## config.mk

```make
export PLATFORM = sky130hd
export DESIGN_NAME = h264invdc_transform
export DESIGN_NICKNAME = d
export VERILOG_FILES = /design/src/rtl/h264invdc_transform.sv
export SDC_FILE = /design/constraint.sdc
export NUM_CORES = 1
export LEC_CHECK = 0
export BUFFER_PORTS_ARGS = -buffer_cell sky130_fd_sc_hd__buf_2
export CORE_ASPECT_RATIO = 0.5
export CORE_UTILIZATION = 45
export DETAILED_ROUTE_END_ITERATION = 10
export HOLD_SLACK_MARGIN = 0.15
export MAX_ROUTING_LAYER = met4
export PLACE_DENSITY = 0.6
export SLEW_MARGIN = 20
export SYNTH_ARGS = -nofsm -noshare
export SYNTH_HDL_FRONTEND = slang
export SYNTH_SLANG_ARGS = --single-unit
```

## constraint.sdc

```tcl
create_clock -name CLK -period 4.4 [get_ports CLK]
set_input_delay 0.44 -clock CLK [delete_from_list [all_inputs] [get_ports CLK]]
set_output_delay 0.44 -clock CLK [all_outputs]
set_load 0.005 [all_outputs]
```

## src/rtl/h264invdc_transform.sv

```systemverilog
// Inverse 2x2 chroma DC Hadamard transform with serial in/out handshakes.
// Define H264INVDC_DEQUANT_EN to add the QP port and registered dequant scaling.
module h264invdc_transform #(
    parameter bit TOGETHER = 1'b0
) (
    input  logic        CLK,
    input  logic        RESET,
    output logic        READYI,
    input  logic        ENABLE,
    input  logic [15:0] XXIN,
`ifdef H264INVDC_DEQUANT_EN
    input  logic [5:0]  QP,
`endif
    output logic        VALID,
    output logic [15:0] YYOUT,
    input  logic        READYO
);

    typedef enum logic [1:0] {StLoad, StCalc, StScale, StOut} state_e;

    state_e             state_q, state_d;
    logic [1:0]         cnt_q, cnt_d;
    logic [1:0]         ocnt_q, ocnt_d;
    logic               readyi_q, readyi_d;
    logic               valid_q, valid_d;
    logic [15:0]        yyout_q, yyout_d;
    logic signed [15:0] c_q [4];
    logic signed [15:0] c_d [4];
    logic signed [17:0] f_q [4];
    logic signed [17:0] f_d [4];
    logic signed [17:0] e [4];
    logic [15:0]        res [4];
    logic               in_fire;
    logic               out_fire;

    function automatic logic [15:0] sat16(input logic signed [31:0] v);
        if (v > 32'sd32767) begin
            return 16'h7fff;
        end else if (v < -32'sd32768) begin
            return 16'h8000;
        end else begin
            return v[15:0];
        end
    endfunction

    assign in_fire  = ENABLE && readyi_q;
    // Beats after the first one ignore READYO when the block is kept together.
    assign out_fire = valid_q && (READYO || (TOGETHER && (ocnt_q != 2'd0)));

    always_comb begin
        for (int i = 0; i < 4; i++) begin
            e[i] = 18'(c_q[i]);
        end
    end

`ifdef H264INVDC_DEQUANT_EN
    logic [5:0]         qp_c;
    logic [2:0]         qp_rem_q, qp_rem_d;
    logic [3:0]         qp_div_q, qp_div_d;
    logic signed [31:0] ls;
    logic signed [31:0] scaled [4];
    logic [15:0]        scl_q [4];
    logic [15:0]        scl_d [4];

    assign qp_c = (QP > 6'd51) ? 6'd51 : QP;

    always_comb begin
        unique case (qp_rem_q)
            3'd0:    ls = 32'sd10;
            3'd1:    ls = 32'sd11;
            3'd2:    ls = 32'sd13;
            3'd3:    ls = 32'sd14;
            3'd4:    ls = 32'sd16;
            default: ls = 32'sd18;
        endcase
    end

    always_comb begin
        for (int i = 0; i < 4; i++) begin
            scaled[i] = ((32'(f_q[i]) * ls) <<< qp_div_q) >>> 5;
            res[i]    = scl_q[i];
        end
    end
`else
    always_comb begin
        for (int i = 0; i < 4; i++) begin
            res[i] = sat16(32'(f_q[i]));
        end
    end
`endif

    always_comb begin
        state_d  = state_q;
        cnt_d    = cnt_q;
        ocnt_d   = ocnt_q;
        readyi_d = readyi_q;
        valid_d  = valid_q;
        yyout_d  = yyout_q;
        c_d      = c_q;
        f_d      = f_q;
`ifdef H264INVDC_DEQUANT_EN
        qp_rem_d = qp_rem_q;
        qp_div_d = qp_div_q;
        scl_d    = scl_q;
`endif
        case (state_q)
            StLoad: begin
                readyi_d = 1'b1;
                if (in_fire) begin
                    c_d[cnt_q] = XXIN;
                    cnt_d      = cnt_q + 2'd1;
`ifdef H264INVDC_DEQUANT_EN
                    if (cnt_q == 2'd0) begin
                        qp_rem_d = 3'(qp_c % 6'd6);
                        qp_div_d = 4'(qp_c / 6'd6);
                    end
`endif
                    if (cnt_q == 2'd3) begin
                        state_d  = StCalc;
                        readyi_d = 1'b0;
                    end
                end
            end
            StCalc: begin
                f_d[0] = e[0] + e[1] + e[2] + e[3];
                f_d[1] = e[0] - e[1] + e[2] - e[3];
                f_d[2] = e[0] + e[1] - e[2] - e[3];
                f_d[3] = e[0] - e[1] - e[2] + e[3];
`ifdef H264INVDC_DEQUANT_EN
                state_d = StScale;
`else
                state_d = StOut;
`endif
            end
            StScale: begin
`ifdef H264INVDC_DEQUANT_EN
                for (int i = 0; i < 4; i++) begin
                    scl_d[i] = sat16(scaled[i]);
                end
`endif
                state_d = StOut;
            end
            StOut: begin
                // First cycle in OUT only primes the output register with beat 0.
                if (!valid_q) begin
                    valid_d = 1'b1;
                    ocnt_d  = 2'd0;
                    yyout_d = res[0];
                end else if (out_fire) begin
                    if (ocnt_q == 2'd3) begin
                        valid_d  = 1'b0;
                        readyi_d = 1'b1;
                        state_d  = StLoad;
                    end else begin
                        ocnt_d  = ocnt_q + 2'd1;
                        yyout_d = res[ocnt_q + 2'd1];
                    end
                end
            end
            default: state_d = StLoad;
        endcase
    end

    always_ff @(posedge CLK or negedge RESET) begin
        if (!RESET) begin
            state_q  <= StLoad;
            cnt_q    <= 2'd0;
            ocnt_q   <= 2'd0;
            readyi_q <= 1'b0;
            valid_q  <= 1'b0;
            yyout_q  <= 16'd0;
            c_q      <= '{default: '0};
            f_q      <= '{default: '0};
`ifdef H264INVDC_DEQUANT_EN
            qp_rem_q <= 3'd0;
            qp_div_q <= 4'd0;
            scl_q    <= '{default: '0};
`endif
        end else begin
            state_q  <= state_d;
            cnt_q    <= cnt_d;
            ocnt_q   <= ocnt_d;
            readyi_q <= readyi_d;
            valid_q  <= valid_d;
            yyout_q  <= yyout_d;
            c_q      <= c_d;
            f_q      <= f_d;
`ifdef H264INVDC_DEQUANT_EN
            qp_rem_q <= qp_rem_d;
            qp_div_q <= qp_div_d;
            scl_q    <= scl_d;
`endif
        end
    end

    assign READYI = readyi_q;
    assign VALID  = valid_q;
    assign YYOUT  = yyout_q;

endmodule

```

==> flow_metrics.env <==
export IMPL_rows=43
export IMPL_cts_root_buf="clkbuf_16"
export IMPL_crit_start="c_q[48]$_DFFE_PN0P_"
export IMPL_fp_coreArea_um2=28100
export IMPL_synth_warnings=0
export IMPL_whs_ns=0.278
export IMPL_port_buffers=37
export IMPL_crit_buf_inv=1
export IMPL_synth_flop_cell="dfrtp_1"
export IMPL_synthCells=1357
export IMPL_yosysUniqueCellTypes=70
export IMPL_grt_pass1_wl_um=56600
export IMPL_ios=38
export IMPL_rsz0062_at_grt="true"
export IMPL_drc=0
export IMPL_worst_path_max_delay_cell="fa_2"
export IMPL_drt_pass1_iter_count=5
export IMPL_critical_path_class="flop to flop"
export IMPL_final_hold_viol_count=0
export IMPL_r2r_end="f_q[69]$_DFFE_PN0N_"
export IMPL_synth_nets=1559
export IMPL_timing_critical_path_required_ns=4.74
export IMPL_routed_via_density=5.59
export IMPL_maxCapViolCount=0
export IMPL_syn_area_um2=13000
export IMPL_cp_depth=18
export IMPL_path_delay_family="adder cells"
export IMPL_h_tree_depth=4
export IMPL_regArea_um2=4000
export IMPL_grt_usage_pct=26.0
export IMPL_final_common_cell="dfrtp_1"
export IMPL_nFillCells=2468
export IMPL_fin_skew_ns=0.0191
export IMPL_relSlewSlack_pct=28.8
export IMPL_finalSetupViolCount=0
export IMPL_synth_edff_count=0
export IMPL_startpoint_type="flop"
export IMPL_dr_total_vias=10433
export IMPL_layout_common_cells="dfrtp_1, nor2_1, mux2_2"
export IMPL_die_h_um=122
export IMPL_die_area_um2=29700
export IMPL_synth_seq_area_share_pct=30.7
export IMPL_worst_pin_slew_ns=1.07
export IMPL_cpPeakStageDelay_ns=0.57
export IMPL_multi_input_area_um2=9130
export IMPL_grt_overflow_total=0
export IMPL_syn_avg_cell_area_um2=9.61
export IMPL_fmax_ghz=0.228
export IMPL_routed_wl_um=36600
export IMPL_reg2regPathDepth=18
export IMPL_grt_pass1_vias=9989
export IMPL_areaGrowthSynthToFinish_pct=19.9
export IMPL_min_period_ns=4.38
export IMPL_antenna_cells=0
export IMPL_r2r_start="c_q[48]$_DFFE_PN0P_"
export IMPL_cts_buffers=17
export IMPL_first_iter_violations=848
export IMPL_critPathMaxFanout=5
export IMPL_detail_route_wl_per_cell_um=19.6
export IMPL_clock_latency_ns=0.46
export IMPL_gp_congestion=0.922
export IMPL_async_reset_ff_share_pct=100
export IMPL_r2r_slack_ns=0.02
export IMPL_ys_ff_latch=160
export IMPL_cp_endpoint="f_q[69]$_DFFE_PN0N_"
export IMPL_cts_path_max_buffers=2
export IMPL_status="finished clean"
export IMPL_die_w_um=243
export IMPL_grt_max_degree=86
export IMPL_crit_path_cell_trace="ha_2, inv_2, fa_2, nor2_4, or3_4, a21oi_2, o21a_2, o31a_1, o31ai_4, xnor2_2, fa_2, ha_4, a21oi_2, and2_1, a21oi_1, nor2_2, xnor2_2, mux2_2"
export IMPL_cts_sinks=160
export IMPL_layout_drive_gt1_share_pct=27.6
export IMPL_post_route_period_util_pct=99.5
export IMPL_critPathCaptureType="flop"
export IMPL_ant_nets=0
export IMPL_placed_cells=1816
export IMPL_drv_slew=0
export IMPL_initial_core_util_pct=46.4
export IMPL_setup_slack_ns=0.0202
export IMPL_cts_clk_slew_worst_paths_ns=0.07
export IMPL_nets=1672
export IMPL_antenna_found_initial=0
export IMPL_min_path_type="input port to flop"
export IMPL_fin_util_pct=55.7
export IMPL_pre_cts_slack_ns=-0.223
export IMPL_cp_arrival_ns=4.72
export IMPL_hpwl_um=28200
export IMPL_fin_cells=1865
export IMPL_cts_tree="yes"
## stage by stage
step           instance area (µm²)  setup TNS [ns]
2_1_floorplan                13000               0
3_3_place_gp                 14200          -0.363
3_5_place_dp                 14200          -0.971
4_1_cts                      15000         -0.0331
5_1_grt                      15600           -1.69
6_report                     15600               0
## repair_timing
| action | CTS | global route |
|---|---|---|
| pin swaps | 15 | 59 |
| endpoints found under the hold margin | 83 | 0 |
| gates resized for setup | 32 | 103 |
| hold buffers | 1 | 0 |
| setup endpoints to repair | 17 | 33 |
| setup buffers | 5 | 12 |
## how the worst min path moves through the flow
stage | startpoint | to | slack [ns] | depth (start not counted)
2_1_floorplan | RESET | READYI$_DFFE_PN0P_ | 0.14 | 0
3_3_place_gp | YYOUT[11]$_DFFE_PN0P_ | YYOUT[11]$_DFFE_PN0P_ | 0.46 | 2
3_5_place_dp | YYOUT[6]$_DFFE_PN0P_ | YYOUT[6]$_DFFE_PN0P_ | 0.47 | 2
4_1_cts | XXIN[14] | c_q[14]$_DFFE_PN0P_ | 0.26 | 2
5_1_grt | XXIN[14] | c_q[62]$_DFFE_PN0P_ | 0.27 | 2
6_report | XXIN[15] | c_q[31]$_DFFE_PN0P_ | 0.28 | 2
## state kept, by name, summed over array words and instances (netlist names)
name,count
f_q,72
READYI,1
YYOUT,16
ocnt_q,2
VALID,1
state_q,2
cnt_q,2
c_q,64
## kinds of logic after synthesis
logic type / after synthesis / share of synthesized area, %
AOI/OAI and AO/OA: 382 / 18.4
and+or+nand+nor: 284 / 9.62
adders and majority gates: 182 / 21.6
DFF: 160 / 30.7
buffers and inverters: 155 / 4.51
muxes: 115 / 9.91
xor gates and xnor gates: 79 / 5.31
## area by class of cell
cell class / instances / area share (%)
Inverter: 103 / 2.49
Clock inverter: 9 / 0.840
Clock buffer: 23 / 2.99
Sequential cell: 160 / 25.6
Multi-Input combinational cell: 1042 / 58.4
Timing Repair Buffer: 146 / 6.60
Tap cell: 382 / 3.06
## metal layers
metal | track usage (%) | part of all wire [%] | up-vias
li1 | - | - | 4981
met1 | 40.1 | 54 | 5147
met2 | 32.8 | 38 | 280
met3 | 7.24 | 7.2 | 25
met4 | 5.39 | 1.1 | 0
met5 | - | 0 | -
## Yosys cell counts, drive strengths merged (26+ instances only)
cell type / number / area share, %
a211oi: 32 / 1.8
a21oi: 107 / 4.1
a31oi: 26 / 1.3
clkbuf: 43 / 1.2
dfrtp: 160 / 31
fa: 71 / 11
ha: 111 / 11
inv: 103 / 3.0
mux2: 113 / 9.8
nand2: 83 / 2.4
nor2: 125 / 3.6
o21ai: 94 / 3.6
xnor2: 60 / 4.0
Power is left out: the tool's default activity adds up to more than one toggle a clock period on the data nets, which glitch-free logic cannot reach.
